[src/rtl/branch_sequencer.sv]
// Fetch-PC sequencer: boot hold, sequential/stall/branch/jump next-PC selection, and IF/ID flush window.
// One-cycle PC update latency; stall holds the PC, and the flush cycles ignore all requests.
module branch_sequencer #(
  parameter logic [31:0] RESET_PC = 32'h0000_0000
) (
  input  logic        clk_i,
  input  logic        rst_i,
  input  logic        stall_i,
  input  logic        branch_i,
  input  logic [31:0] branch_pc_i,
  input  logic [31:0] branch_offset_i,
  input  logic        jump_i,
  input  logic [25:0] jump_addr_i,
  output logic [31:0] pc_o,
  output logic        pc_valid_o,
  output logic        flush_o,
  output logic [15:0] redirect_cnt_o
);

  localparam logic [1:0] ST_BOOT   = 2'd0;
  localparam logic [1:0] ST_RUN    = 2'd1;
  localparam logic [1:0] ST_FLUSH1 = 2'd2;
  localparam logic [1:0] ST_FLUSH2 = 2'd3;

  logic [1:0]  state_q, state_d;
  logic [31:0] pc_q, pc_d;
  logic        pc_valid_q, pc_valid_d;
  logic        flush_q, flush_d;
  logic [15:0] cnt_q, cnt_d;

  logic [31:0] pc_plus4;
  logic [31:0] branch_target;
  logic [31:0] jump_target;
  logic        redirect;

  assign pc_plus4      = pc_q + 32'd4;
  // Word offset shifted into bytes; the top two offset bits fall off the end.
  assign branch_target = branch_pc_i + (branch_offset_i << 2);
  assign jump_target   = {pc_plus4[31:28], jump_addr_i, 2'b00};

  always_comb begin
    state_d    = state_q;
    pc_d       = pc_q;
    pc_valid_d = pc_valid_q;
    flush_d    = 1'b0;
    redirect   = 1'b0;
    case (state_q)
      ST_BOOT: begin
        state_d    = ST_RUN;
        pc_valid_d = 1'b1;
      end
      ST_RUN: begin
        if (branch_i) begin
          pc_d     = branch_target;
          state_d  = ST_FLUSH1;
          flush_d  = 1'b1;
          redirect = 1'b1;
        end else if (jump_i) begin
          pc_d     = jump_target;
          state_d  = ST_FLUSH2;
          flush_d  = 1'b1;
          redirect = 1'b1;
        end else if (!stall_i) begin
          pc_d = pc_plus4;
        end
      end
      ST_FLUSH1: begin
        pc_d    = pc_plus4;
        state_d = ST_FLUSH2;
        flush_d = 1'b1;
      end
      default: begin
        pc_d    = pc_plus4;
        state_d = ST_RUN;
      end
    endcase
    cnt_d = (redirect && (cnt_q != 16'hFFFF)) ? cnt_q + 16'd1 : cnt_q;
  end

  always_ff @(posedge clk_i or negedge rst_i) begin
    if (!rst_i) begin
      state_q    <= ST_BOOT;
      pc_q       <= RESET_PC;
      pc_valid_q <= 1'b0;
      flush_q    <= 1'b0;
      cnt_q      <= 16'h0000;
    end else begin
      state_q    <= state_d;
      pc_q       <= pc_d;
      pc_valid_q <= pc_valid_d;
      flush_q    <= flush_d;
      cnt_q      <= cnt_d;
    end
  end

  assign pc_o           = pc_q;
  assign pc_valid_o     = pc_valid_q;
  assign flush_o        = flush_q;
  assign redirect_cnt_o = cnt_q;

endmodule

[config.mk]
export PLATFORM = sky130hd
export DESIGN_NAME = branch_sequencer
export DESIGN_NICKNAME = d
export VERILOG_FILES = /design/src/rtl/branch_sequencer.sv
export SDC_FILE = /design/constraint.sdc
export NUM_CORES = 1
export LEC_CHECK = 0
export ABC_AREA = 1
export BUFFER_PORTS_ARGS = -buffer_cell sky130_fd_sc_hd__buf_2
export CAP_MARGIN = 5
export CORE_MARGIN = 8
export CORE_UTILIZATION = 55
export CTS_BUF_LIST = sky130_fd_sc_hd__clkbuf_4 sky130_fd_sc_hd__clkbuf_8
export CTS_CLUSTER_SIZE = 24
export DETAILED_ROUTE_END_ITERATION = 10
export HOLD_SLACK_MARGIN = 0.12
export PLACE_DENSITY = 0.83
export SLEW_MARGIN = 20
export SYNTH_ARGS = -nofsm -noshare
export SYNTH_HDL_FRONTEND = slang
export SYNTH_SLANG_ARGS = --single-unit
[constraint.sdc]
create_clock -name clk_i -period 3.8 [get_ports clk_i]
set_clock_uncertainty 0.05 [all_clocks]
set_input_delay 0.19 -clock clk_i [delete_from_list [all_inputs] [get_ports clk_i]]
set_output_delay 0.19 -clock clk_i [all_outputs]
set_load 0.02 [all_outputs]
==> results by group, run 1 <==
Global routing
  – GRT overflow: 0
  – Global-route wire length before repair: 27.4 mm
  – All-Layer GR Usage: 24.7%
  – Largest net degree at the start of global routing: 53
  – Vias in the first global route: 6067
  – Initial antenna violation count: 0

Critical path
  – Crit path required time: 3.97 ns
  – Max incr delay on CP: 0.58 ns
  – CP Launch Type: flip-flop
  – Worst EP arrival: 2.57 ns
  – Crit. End Element: flip-flop
  – Max FO, Critical Path: 18
  – Setup Crit Path Kind: flip-flop to flip-flop
  – R2r setup slk: 1.40 ns
  – Critical Path, Cell by Cell: inv_1 > ha_1 > nand2_1 > clkinv_1 > nand3_1 > nand3_1 > nand2_1 > inv_1
  – Slowest-stage cell, CP: clkinv_1
  – R2R cell count: 8
  – FF-to-FF End: pc_o[21]
  – R2r startpoint: state_q[1]

STA
  – Post-Route Setup TNS: 0 ns
  – Final hold violations: 0
  – RSZ-0062 raised after global routing: no
  – Post-route clock period utilization: 63.0%
  – Slew Limit Fails: 0
  – Final number of setup-violating endpoints: 0
  – Final setup margin: 1.40 ns
  – Max-slew headroom: 56.0%
  – Fmax: 417 MHz
  – Worst Tran Pin Value: 0.660 ns
  – Min cycle time layout: 2.40 ns

Clock network
  – Cts repair resizes: 0
  – Total CTS buffers: 5
  – Num Clock Sinks: 52
  – Clk pin slew, worst setup/hold paths: 0.10 ns
  – H-tree depth: 2
  – Latest clock arrival within the worst-skew pair: 0.32 ns
  – Post-CTS Setup Repair Bufs: 0
  – # hold bufs at CTS: 3
  – Max Root-Sink Buffers: 2
  – CTS tree: done
  – CTS root buffer: clkbuf_8

Yosys
  – Yosys reg bits: 52
  – Post-Syn Nets: 1042
  – Cells after Synth: 912
  – Post-synth top area cell: dfrtp_1
  – Mapped Avg Cell Area: 6.14 sq um
  – Number of synthesis warnings: 0
  – Yosys top cell area share: 23.2%
  – Netlist Area Pre-Place: 0.00560 sq mm
  – Netlist cell types: 46
  – Ranking of synthesized cells by area: dfrtp_1, nand2_1, ha_1
  – Seq/Total Area, Yosys: 23.2%

Place
  – RD Place Congestion: 0.980
  – Cells after DPL: 1177
  – Port bufs: 142
  – Place WS: 1.44 ns
  – DP HPWL: 13.6 mm

Finish
  – N_diodes: 0
  – Nets: 1181
  – Seq. cell area: 0.00130 sq mm
  – Commonest non-fill, non-tap cell in the layout: nand2_1
  – # fillers: 1013
  – Multi-input logic area: 0.00377 sq mm
  – Area growth syn-to-layout: 16.8%
  – Layout cells sized above 1: 18.1%
  – Most frequent cells in the layout: nand2_1, buf_2, inv_1
  – Final Core Density: 64.8%
  – Post-route insts no fill: 1188

Route
  – Number of DRC markers in iteration 0: 438
  – Router iterations before antenna repair: 5
  – DR WL/cell: 14.1 um
  – Vias/cell: 5.37
  – DRC: 0
  – Routed metal-1 wire length: 6.88 mm
  – Wire length on met3: 1.14 mm
  – Final ANT Viol Nets: 0
  – Highest Signal Layer: met4
  – DR WL met2: 8.31 mm
  – Via count: 6376
  – Routed WL: 16.8 mm

Power
  – Pleak: 0.00348 uW
  – PwrDens: 565 mW/mm^2
  – Pwr Total: 3690 uW
  – Max rail drop VDD: 0.333 mV

Run
  – MaxCap Viol Count: 0

Floorplanning
  – Die width: 117 um
  – Die height: 117 um
  – Die ar.: 0.0137 sq mm
  – I/O pin count: 145
  – Row cnt: 37
  – Core area: 0.0101 sq mm
  – Starting Density: 55.5%

Worst hold path
  – HP Start: jump_addr_i[1]
  – Min-delay worst type: primary input to flip-flop
  – Hold path cells: 3
  – Worst Hold Path EP: pc_o[3]

Status
  – Run status: finished, final reports clean
-- where the power goes --
| group | internal (uW) | total (uW) | switching (uW) | leakage, uW |
|---|---|---|---|---|
| combinational | 768 | 2230 | 1470 | 0.00281 |
| clock | 148 | 350 | 202 | 0.0000434 |
| sequential | 785 | 1110 | 323 | 0.000630 |
| total | 1700 | 3690 | 1990 | 0.00348 |
-- critical path, delay by kind of cell (launching register included) --
kind                     cells  cell delay, ns
adder cells (fa/ha/maj)      1            0.30
buffers and inverters        3            0.70
flip-flops                   1            0.37
AND/OR/NAND/NOR              4            0.88
-- flip-flops by register name, summed over array words and instances (netlist names) --
register	count
redirect_cnt_o	16
pc_valid_o	1
state_q	2
pc_o	32
flush_o	1
-- kinds of logic after synthesis --
family	Yosys count	share of synthesized area, %
DFF	52	23.2
AOI/OAI and AO/OA	119	11.9
xor gates and xnor gates	32	5.01
and+or+nand+nor	542	42.5
adders and majority gates	35	7.96
buffers and inverters	132	9.34
-- metrics by stage --
stage                     instance area [sq um]  hold slack [ns]
after global placement                     6410            0.296
after global routing                       6540            0.132
after CTS                                  6540            0.124
after detailed placement                   6410            0.295
after floorplan                            5600           -0.156
final                                      6540            0.119
-- how the worst max path moves through the flow --
stage                     startpoint       end  slack (ns)
after global routing      state_q[1]  pc_o[21]        1.20
after floorplan              pc_o[2]  pc_o[22]        2.01
after detailed placement  state_q[1]  pc_o[21]        1.44
after global placement    state_q[0]  pc_o[21]        1.46
final                     state_q[1]  pc_o[21]        1.40
after CTS                 state_q[1]  pc_o[21]        1.42
-- per-layer routing --
metal / track usage, % / vias up
met5: 0 / -
met4: 8.87 / 0
met3: 1.85 / 34
met2: 44.5 / 227
met1: 30.2 / 2884
li1: - / 3231
-- synthesized netlist by cell type (all sizes together) --
master / n
nand2: 305
inv: 114
nor2: 111
nand3: 75
a21oi: 66
dfrtp: 52
ha: 34
o21ai: 27
nand4: 23
xor2: 18
nor3: 14
xnor2: 14
buf: 11
nand3b: 6
o21bai: 6
a31oi: 4
clkinv: 4
o22ai: 4
or2: 4
a22oi: 3
clkbuf: 3
nor4: 2
o21a: 2
o221ai: 2
o31ai: 2
a221oi: 1
a41oi: 1
fa: 1
nand2b: 1
nor3b: 1
o211ai: 1
-- cell type report --
type                            instances  share of cell area, %
Clock buffer                            6                   1.26
Clock inverter                          2                  0.230
Inverter                              118                   6.85
Multi-Input combinational cell        728                   57.7
Sequential cell                        52                   19.9
Tap cell                              136                   2.60
Timing Repair Buffer                  146                   11.4
(Power assumes the default switching activity.)
==> run 2, diff against run 1 <==
--- a/config.mk
+++ b/config.mk
@@ -9,12 +9,12 @@
 export BUFFER_PORTS_ARGS = -buffer_cell sky130_fd_sc_hd__buf_2
 export CAP_MARGIN = 5
 export CORE_MARGIN = 8
-export CORE_UTILIZATION = 55
+export CORE_UTILIZATION = 50
 export CTS_BUF_LIST = sky130_fd_sc_hd__clkbuf_4 sky130_fd_sc_hd__clkbuf_8
 export CTS_CLUSTER_SIZE = 24
 export DETAILED_ROUTE_END_ITERATION = 10
 export HOLD_SLACK_MARGIN = 0.12
-export PLACE_DENSITY = 0.83
+export PLACE_DENSITY = 0.79
 export SLEW_MARGIN = 20
 export SYNTH_ARGS = -nofsm -noshare
 export SYNTH_HDL_FRONTEND = slang
==> constraint.sdc (replaced) <==
create_clock -name clk_i -period 2 [get_ports clk_i]
set_clock_uncertainty 0.05 [all_clocks]
set_input_delay 0.1 -clock clk_i [delete_from_list [all_inputs] [get_ports clk_i]]
set_output_delay 0.1 -clock clk_i [all_outputs]
set_load 0.02 [all_outputs]
==> run 2 against run 1 <==
  * Routed wire length increased by 7.2%
  * Register-to-register slack worse by 1.3 ns
  * Sequential share of layout area is 1.4 points lower
  * Via count rose by 3.7%
  * Global-route usage is 0.85 points lower
  * Power is 100% higher
  * Largest power group unchanged
  * Cell area grew 7.5%
  * Flip-flop and latch count unchanged
  * Largest cell class unchanged
  * Critical path depth is 4 higher
  * Combinational power is 110% higher
  * Fmax grew 27%
  * Core utilization decreased by 0.22 points
==> results by group, run 2 (synthesis gave the netlist of run 1 again) <==
Finish
  – Most frequent cells in the layout: nand2_1, buf_2, inv_1
  – Nets: 1232
  – Commonest non-fill, non-tap cell in the layout: nand2_1
  – Max FFs per register: 32
  – # fillers: 1043
  – Layout cells sized above 1: 20.2%
  – N_diodes: 0
  – Post-route insts no fill: 1242
  – Area growth syn-to-layout: 25.6%

Critical path
  – Worst EP arrival: 2.04 ns
  – R2R cell count: 12
  – Critical Path, Cell by Cell: inv_1 > ha_2 > inv_2 > nor2_4 > inv_2 > nor2_4 > nand2_2 > nand2_4 > inv_4 > o21ai_1 > a22oi_1 > a21oi_1
  – Crit. End Element: flip-flop
  – FF-to-FF End: pc_o[13]
  – Setup Crit Path Kind: flip-flop to flip-flop
  – Max FO, Critical Path: 29
  – R2r setup slk: 0.11 ns
  – Crit path required time: 2.15 ns
  – Slowest-stage cell, CP: dfrtp_1
  – Max incr delay on CP: 0.37 ns
  – R2r startpoint: state_q[1]
  – CP Launch Type: flip-flop

Floorplanning
  – Die height: 122 um
  – Die width: 122 um
  – I/O pin count: 145
  – Starting Density: 51.4%
  – Core area: 0.0109 sq mm
  – Row cnt: 38
  – Die ar.: 0.0148 sq mm

Route
  – Router iterations before antenna repair: 5
  – Final ANT Viol Nets: 0
  – DRC: 0
  – DR WL/cell: 14.5 um
  – Routed WL: 18.0 mm
  – Via count: 6611
  – Number of DRC markers in iteration 0: 493
  – Vias/cell: 5.32

STA
  – Max-slew headroom: 64.3%
  – Final number of setup-violating endpoints: 0
  – Worst Tran Pin Value: 0.536 ns
  – Fmax: 530 MHz
  – Post-route clock period utilization: 94.3%
  – Final hold violations: 0
  – Min cycle time layout: 1.89 ns
  – Slew Limit Fails: 0

Clock network
  – H-tree depth: 2
  – Latest clock arrival within the worst-skew pair: 0.32 ns
  – CTS tree: done
  – Clk pin slew, worst setup/hold paths: 0.09 ns
  – CTS root buffer: clkbuf_8
  – Max Root-Sink Buffers: 2
  – Num Clock Sinks: 52
  – Total CTS buffers: 5

Worst hold path
  – Hold path cells: 5
  – HP Start: jump_addr_i[23]
  – Worst Hold Path EP: pc_o[25]
  – Min-delay worst type: primary input to flip-flop

Status
  – Run status: finished, final reports clean

Global routing
  – All-Layer GR Usage: 23.8%
  – Largest net degree at the start of global routing: 33
  – GRT overflow: 0
  – Global-route wire length before repair: 28.9 mm
  – Vias in the first global route: 6254
  – Initial antenna violation count: 0

Place
  – RD Place Congestion: 0.943
  – DP HPWL: 14.3 mm
  – Port bufs: 142
  – Cells after DPL: 1204

Power
  – Pwr Total: 7400 uW
  – PwrDens: 1050 mW/mm^2
  – Pleak: 0.00372 uW
  – Max rail drop VDD: 0.728 mV

Run
  – MaxCap Viol Count: 0
-- run 2: where the power goes --
group	internal [uW]	switching, uW
registers	1490	577
clock network	253	350
logic	1750	2980
total	3490	3900
-- run 2: per-stage QoR --
step	TNS [ns]	setup slack [ns]	cell area, sq um	hold WS (ns)	util (%)
2_1_floorplan	0	0.212	5600	-0.246	-
3_3_place_gp	0	0.0784	6610	0.0509	60.7
3_5_place_dp	0	0.0636	6610	0.0508	60.7
4_1_cts	0	0.0876	6970	0.133	64.0
5_1_grt	-0.124	-0.0510	7030	0.167	64.6
6_report	0	0.114	7030	0.136	64.6
-- run 2: worst max-delay path by stage --
stage | from | endpoint | slack [ns]
after floorplan | pc_o[2] | pc_o[22] | 0.21
after global placement | branch_pc_i[2] | pc_o[26] | 0.08
after detailed placement | branch_pc_i[2] | pc_o[26] | 0.06
after CTS | pc_o[2] | pc_o[28] | 0.09
after global routing | pc_o[2] | pc_o[22] | -0.05
final | state_q[1] | pc_o[13] | 0.11
-- run 2: layout make-up --
type / instances / area [sq um] / area share [%]
sequential: 52 / 1300 / 18.5
timing repair buffer: 197 / 1220 / 17.4
tap: 140 / 175 / 2.49
inverter: 118 / 448 / 6.37
clock buffer: 6 / 76.3 / 1.09
multi-input combinational: 728 / 3800 / 54.1
clock inverter: 1 / 5.00 / 0.0712
-- run 2: repair_timing --
action                                 4_1_cts  5_1_grt
gates resized for setup                      0       10
setup endpoints to repair                    0       18
hold buffers                                27        0
endpoints found under the hold margin       77        0
buffers inserted                             0        4
-- run 2: critical path, delay by kind of cell, from the launching register on --
family | cells | cell delay, ns
buffers and inverters | 4 | 0.53
AOI/OAI and AO/OA | 3 | 0.40
DFF | 1 | 0.37
and+or+nand+nor | 4 | 0.22
adders and majority gates | 1 | 0.19
-- run 2: routing by layer --
| metal | GRT usage [%] | share of wire [%] | vias up |
|---|---|---|---|
| li1 | - | - | 3339 |
| met1 | 28.6 | 41 | 2904 |
| met2 | 40.6 | 46 | 303 |
| met3 | 3.75 | 7.6 | 65 |
| met4 | 11.8 | 4.6 | 0 |
| met5 | 0 | 0 | - |
